==> config.mk <==
export PLATFORM = sky130hd
export DESIGN_NAME = signal_control_timed
export DESIGN_NICKNAME = d
export VERILOG_FILES = /design/src/rtl/signal_control_timed.sv
export SDC_FILE = /design/constraint.sdc
export NUM_CORES = 1
export LEC_CHECK = 0
export ABC_AREA = 1
export BUFFER_PORTS_ARGS = -buffer_cell sky130_fd_sc_hd__buf_2
export CAP_MARGIN = 5
export CORE_AREA = 2 2 39 41
export CTS_CLUSTER_DIAMETER = 50
export DETAILED_ROUTE_END_ITERATION = 12
export DIE_AREA = 0 0 41 43
export GPL_TIMING_DRIVEN = 0
export PLACE_DENSITY = 0.74
export SYNTH_ARGS = -nofsm -noshare
export SYNTH_HDL_FRONTEND = slang
export SYNTH_SLANG_ARGS = --single-unit
==> constraint.sdc <==
create_clock -name clock -period 1.7 [get_ports clock]
set_input_delay 0 -clock clock [delete_from_list [all_inputs] [get_ports clock]]
set_output_delay 0 -clock clock [all_outputs]
set_load 0.1 [all_outputs]
==> src/rtl/signal_control_timed.sv <==
// Highway/country-road junction controller with one shared cycle timer, minimum greens,
// a country-green timeout that keeps the highway from starving, and all-red in both directions.
module signal_control_timed #(
  parameter int Y2R_DELAY      = 3,
  parameter int R2G_DELAY      = 2,
  parameter int MIN_GREEN      = 4,
  parameter int MAX_CTRY_GREEN = 8,
  parameter int CNT_W          = 4
) (
  input  logic       clock,
  input  logic       clear,
  input  logic       flag,
  output logic [1:0] hwy,
  output logic [1:0] contry,
  output logic [2:0] state,
  output logic       ctry_timeout
);

  localparam logic [2:0] S0 = 3'd0;  // highway green
  localparam logic [2:0] S1 = 3'd1;  // highway yellow
  localparam logic [2:0] S2 = 3'd2;  // all red, towards country
  localparam logic [2:0] S3 = 3'd3;  // country green
  localparam logic [2:0] S4 = 3'd4;  // country yellow
  localparam logic [2:0] S5 = 3'd5;  // all red, towards highway

  localparam logic [1:0] LAMP_R = 2'd0;
  localparam logic [1:0] LAMP_Y = 2'd1;
  localparam logic [1:0] LAMP_G = 2'd2;

  localparam logic [CNT_W-1:0] Y2R_LAST = CNT_W'(Y2R_DELAY - 1);
  localparam logic [CNT_W-1:0] R2G_LAST = CNT_W'(R2G_DELAY - 1);
  localparam logic [CNT_W-1:0] MIN_LAST = CNT_W'(MIN_GREEN - 1);
  localparam logic [CNT_W-1:0] MAX_LAST = CNT_W'(MAX_CTRY_GREEN - 1);

  logic [2:0]       state_q, state_d;
  logic [CNT_W-1:0] timer_q, timer_d;
  logic [1:0]       hwy_q, hwy_d;
  logic [1:0]       contry_q, contry_d;
  logic             timeout_q, timeout_d;

  always_ff @(posedge clock or posedge clear) begin
    if (clear) begin
      state_q   <= S0;
      timer_q   <= '0;
      hwy_q     <= LAMP_G;
      contry_q  <= LAMP_R;
      timeout_q <= 1'b0;
    end else begin
      state_q   <= state_d;
      timer_q   <= timer_d;
      hwy_q     <= hwy_d;
      contry_q  <= contry_d;
      timeout_q <= timeout_d;
    end
  end

  always_comb begin
    state_d = state_q;
    case (state_q)
      S0: if (flag && (timer_q >= MIN_LAST)) state_d = S1;
      S1: if (timer_q == Y2R_LAST) state_d = S2;
      S2: if (timer_q == R2G_LAST) state_d = S3;
      S3: if ((!flag && (timer_q >= MIN_LAST)) || (timer_q == MAX_LAST)) state_d = S4;
      S4: if (timer_q == Y2R_LAST) state_d = S5;
      S5: if (timer_q == R2G_LAST) state_d = S0;
      default: state_d = S0;
    endcase
  end

  // Lamps are decoded from the next state so they change on the same edge as state.
  always_comb begin
    hwy_d    = LAMP_R;
    contry_d = LAMP_R;
    case (state_d)
      S0:      hwy_d    = LAMP_G;
      S1:      hwy_d    = LAMP_Y;
      S3:      contry_d = LAMP_G;
      S4:      contry_d = LAMP_Y;
      default: ;
    endcase
    // With flag still high, a country-green exit can only have come from the timeout.
    timeout_d = (state_q == S3) && (state_d == S4) && flag;
    if (state_d != state_q)
      timer_d = '0;
    else if (timer_q == {CNT_W{1'b1}})
      timer_d = timer_q;
    else
      timer_d = timer_q + 1'b1;
  end

  assign hwy          = hwy_q;
  assign contry       = contry_q;
  assign state        = state_q;
  assign ctry_timeout = timeout_q;

endmodule

==> results.sh, run 1 <==
export IMPL_yosysSeqAreaShare_pct=47.4
export IMPL_viasPerCell=4.86
export IMPL_hold_class="input pin to asynchronous set/reset pin"
export IMPL_clockBufferDepth=2
export IMPL_r2r_start="timer_q[0]"
export IMPL_cp_arrival_ns=1.67
export IMPL_slowest_delay_ns=0.40
export IMPL_gp_congestion=0.812
export IMPL_path_cells="ha_2 -> inv_1 -> nand2_1 -> nand2_1 -> nand3_2 -> a31oi_1 -> nand2_1 -> nor2_1"
export IMPL_ant_nets=0
export IMPL_avgSynthCellArea_um2=8.05
export IMPL_clockRootBuffer="clkbuf_4"
export IMPL_drc=0
export IMPL_worstMarginPinSlew_ns=0.487
export IMPL_path_clk_slew_ns=0.08
export IMPL_relSlewSlack_pct=67.7
export IMPL_status="finished clean"
export IMPL_slew_viol_final=0
export IMPL_slowest_stage="dfrtp_1"
export IMPL_fmax_mhz=686
export IMPL_diodes=0
export IMPL_multi_input_comb_area_um2=292
export IMPL_hpwl_um=909
export IMPL_grtUsageTotal_pct=17.7
export IMPL_via_count=539
export IMPL_drv_cap=0
export IMPL_final_seq_area_um2=305
export IMPL_io_buffer_count=10
export IMPL_syn_nets=85
export IMPL_rr_worst_depth=8
export IMPL_antenna_found_initial=0
export IMPL_finClkSkew_ns=0.00126
export IMPL_tns_ns=0
export IMPL_setup_viol=0
export IMPL_cp_required_ns=1.91
export IMPL_synth_top_area_cell="dfrtp_1"
export IMPL_fin_crit_ns=1.46
export IMPL_die_x_um=41
export IMPL_cts_buffers=3
export IMPL_grt_max_degree=13
export IMPL_synthCells=79
export IMPL_final_util_pct=55.5
export IMPL_final_nets=102
export IMPL_synth_top_area_share_pct=43.3
export IMPL_rsz0062_at_grt="false"
export IMPL_rrSetupSlack_ns=0.24
export IMPL_worst_path_max_fanout=5
export IMPL_grt_overflow=0
export IMPL_cts_tree="built"
export IMPL_min_period_over_period_pct=85.7
export IMPL_postCtsSetupBuffers=0
export IMPL_post_synth_top_count_cell="nand2_1"
export IMPL_placementRows=14
export IMPL_htree_levels=1
export IMPL_r2r_end="timer_q[3]"
export IMPL_end_kind="flop"
export IMPL_worstSetupEndpoint="timer_q[3]"
export IMPL_fin_area_um2=768
export IMPL_wl_per_cell_um=10.8
export IMPL_die_area_um2=1760
export IMPL_synth_area_leaders="dfrtp_1, nand2_1, nor2_1"
export IMPL_synth_async_sr_flop_share_pct=100
export IMPL_grt_pass1_wl_um=2070
export IMPL_hold_violations=0
export IMPL_drive_gt1_share_pct=25.3
export IMPL_crit_top_cell="nand2_1"
export IMPL_die_h_um=43
export IMPL_critPathLaunch="timer_q[0]"
export IMPL_initial_core_util_pct=45.9
export IMPL_startpoint_type="flop"
export IMPL_placed_area_um2=709
export IMPL_path_class="flop to flop"
export IMPL_ys_flop_type="dfrtp_1"
export IMPL_synth_common_cells="nand2_1, nor2_1, dfrtp_1, inv_1, nand3_1"
export IMPL_grt_pass1_vias=514
export IMPL_core_area_um2=1380
export IMPL_cts_sinks=12
export IMPL_area_growth_pct=20.9
export IMPL_fillers=135
export IMPL_synth_edf_count=0
export IMPL_yosysWarnings=0
export IMPL_drtPass1Iterations=4
export IMPL_insertion_delay_ns=0.28
export IMPL_drt_wl_total_um=1200
export IMPL_synth_distinct_cells=20
export IMPL_netlist_area_um2=636
export IMPL_synth_seq_cells=12
export IMPL_initialDrtViolationCount=10
export IMPL_io_pins=11
## metrics by stage
step                      setup WS, ns  hold WS, ns  std cells
after floorplan                  0.195       -0.136         79
after global placement           0.257       0.0202        105
after detailed placement         0.182       0.0320        105
after CTS                        0.158        0.278        111
after global routing            0.0506        0.323        111
final                            0.243        0.260        111
## how the worst min path moves through the flow
| stage | from | end | slack [ns] | depth (start not counted) |
|---|---|---|---|---|
| after global placement | clear | ctry_timeout | 0.02 | 2 |
| after floorplan | clear | contry[0] | -0.14 | 1 |
| after detailed placement | clear | contry[0] | 0.03 | 2 |
| after CTS | clear | timer_q[1] | 0.28 | 3 |
| final | clear | contry[0] | 0.26 | 3 |
| after global routing | clear | ctry_timeout | 0.32 | 3 |
## routing by layer
layer / vias up / part of all wire (%) / GRT usage, %
met1: 243 / 44 / 23.2
met5: - / 0 / 0
met3: 2 / 3.6 / 4.71
li1: 283 / - / -
met2: 11 / 51 / 25.3
met4: 0 / 1.8 / 10.0
## cells in the final DEF (no fill, tap or decap), drive strengths merged
cell          n
a21oi         1
a22oi         1
a31oi         2
buf          10
clkbuf        4
dfrtp        11
dfstp         1
dlygate4sd3   2
ha            3
inv          12
mux2i         1
nand2        20
nand3         5
nand4         1
nor2         15
nor3          3
o21ai         2
xor2          1
## registers in the layout (all words and copies together), names as in the netlist
register,count
timer_q,4
hwy,2
ctry_timeout,1
state,3
contry,2
## final cells by class
type / instances / share of cell area (%)
tap: 16 / 2.61
clock buffer: 4 / 4.72
sequential: 12 / 39.7
inverter: 12 / 5.86
timing repair buffer: 12 / 9.12
multi-input combinational: 55 / 37.9
## cells by family after synthesis
family | share of synthesized area (%)
buf+inv | 7.09
compound gates | 5.51
mux | 1.57
xor+xnor | 1.38
fa+ha+maj | 5.91
flops | 47.4
simple gates | 31.1
## critical path, delay by kind of cell (launching register included)
family                     cells  cell delay (ns)
and+or+nand+nor                5             0.53
DFF                            1             0.40
adders and majority gates      1             0.22
AOI/OAI and AO/OA              1             0.16
buffers and inverters          1             0.08
## what timing repair did
item / 4_1_cts / 5_1_grt
endpoints found under the setup margin: 0 / 4
hold endpoints to repair: 12 / 0
hold buffers: 2 / 0
gates resized for setup: 0 / 1
Power of run 1 is left out: the tool's default activity adds up to more than one toggle a clock period on the data nets, which glitch-free logic cannot reach.
==> inputs of run 2 (changes only) <==
PLACE_DENSITY = 0.78   (was 0.74)
==> run 2 against run 1 <==
First-iteration DRC count up 10%. Count of clock-buffer cells in the layout unchanged. Flip-flop and latch count unchanged. Sequential share of layout area down 1.1 points. Final area up 2.8%. Critical endpoint is now contry[0]. Highest routed layer unchanged.
==> results.sh, run 2 (same netlist as run 1, synthesis figures left out) <==
export IMPL_status="finished clean"
export IMPL_worst_path_max_fanout=4
export IMPL_grt_overflow=0
export IMPL_grt_pass1_wl_um=2100
export IMPL_grtUsageTotal_pct=17.7
export IMPL_fmax_mhz=647
export IMPL_tns_ns=0
export IMPL_die_area_um2=1760
export IMPL_worst_hold_slack_ns=0.286
export IMPL_cp_arrival_ns=1.73
export IMPL_most_common_layout_cells="nand2_1, nor2_1, inv_1, buf_2, dfrtp_1"
export IMPL_ant_nets=0
export IMPL_die_h_um=43
export IMPL_largest_reg_flops=4
export IMPL_path_class="flop to flop"
export IMPL_cts_buffers=3
export IMPL_place_inst=105
export IMPL_insertion_delay_ns=0.27
export IMPL_area_growth_pct=24.2
export IMPL_startpoint_type="flop"
export IMPL_clockBufferDepth=2
export IMPL_diodes=0
export IMPL_htree_levels=1
export IMPL_regMostFlops="timer_q"
export IMPL_final_common_cell="nand2_1"
export IMPL_grt_max_degree=13
export IMPL_slew_viol_final=0
export IMPL_placed_area_um2=709
export IMPL_drc=0
export IMPL_drv_cap=0
export IMPL_wl_per_cell_um=11.5
export IMPL_hold_violations=0
export IMPL_placementRows=14
export IMPL_fin_area_um2=790
export IMPL_fin_crit_ns=1.55
export IMPL_initial_core_util_pct=45.9
export IMPL_hpwl_um=897
export IMPL_finClkSkew_ns=0.0118
export IMPL_end_kind="flop"
export IMPL_io_pins=11
export IMPL_drive_gt1_share_pct=27.4
export IMPL_cts_tree="built"
export IMPL_gp_congestion=0.767
export IMPL_core_area_um2=1380
export IMPL_final_nets=102
export IMPL_via_count=573
export IMPL_setup_viol=0
export IMPL_path_clk_slew_ns=0.08
export IMPL_min_period_over_period_pct=90.9
export IMPL_io_buffer_count=10
export IMPL_rrSetupSlack_ns=0.15
export IMPL_instances_no_fill=111
export IMPL_viasPerCell=5.16
export IMPL_clockRootBuffer="clkbuf_4"
export IMPL_die_x_um=41
export IMPL_cp_required_ns=1.89
export IMPL_postCtsSetupBuffers=0
export IMPL_drtPass1Iterations=4
export IMPL_hold_class="input pin to asynchronous set/reset pin"
export IMPL_rsz0062_at_grt="false"
export IMPL_relSlewSlack_pct=67.7
export IMPL_drt_wl_total_um=1270
export IMPL_worstMarginPinSlew_ns=0.489
export IMPL_antenna_found_initial=0
export IMPL_initialDrtViolationCount=11
export IMPL_cts_sinks=12
export IMPL_grt_pass1_vias=516
run 2: repair_timing:
action,4_1_cts,5_1_grt
endpoints found under the hold margin,12,0
hold buffers,2,0
resized for setup,0,6
endpoints found under the setup margin,0,4
run 2: through the flow:
| step | worst slack (ns) | utilization, % |
|---|---|---|
| after floorplan | 0.195 | - |
| after global placement | 0.236 | 51.3 |
| after detailed placement | 0.184 | 51.3 |
| after CTS | 0.157 | 54.6 |
| after global routing | 0.0108 | 57.1 |
| final | 0.154 | 57.1 |
run 2: area by class of cell:
class / count / area [um^2]
Sequential cell: 12 / 305
Fill cell: 133 / 594
Clock buffer: 4 / 26.3
Inverter: 12 / 45.0
Timing Repair Buffer: 12 / 70.1
Tap cell: 16 / 20.0
Multi-Input combinational cell: 55 / 323
run 2: worst paths after layout:
kind | startpoint | to | cells past startpoint
max | timer_q[0] | contry[0] | 8
min | clear | ctry_timeout | 3
max reg2reg | timer_q[0] | contry[0] | 8
min reg2reg | state[2] | hwy[0] | 3
max in group asynchronous | clear | hwy[1] | 3
min in group clock | flag | ctry_timeout | 4
run 2: worst max-delay path, stage by stage, from the launching register on:
cell and delay [ns]:
dfrtp_1 0.41, ha_1 0.26, inv_1 0.09, nand2_1 0.08, nand3_1 0.11, nand3_1 0.15, nor2_1 0.13, nand2_1 0.10
a21oi_1 0.13
run 2: routing by layer:
metal  vias to the layer above  global-route usage [%]  wire length [um]
met5                         -                       0                 0
met4                         0                    8.00                11
met3                         2                    4.71                39
met2                        10                    23.4               614
met1                       274                    26.3               605
li1                        287                       -                 -
Power of run 2 is left out for the same reason.
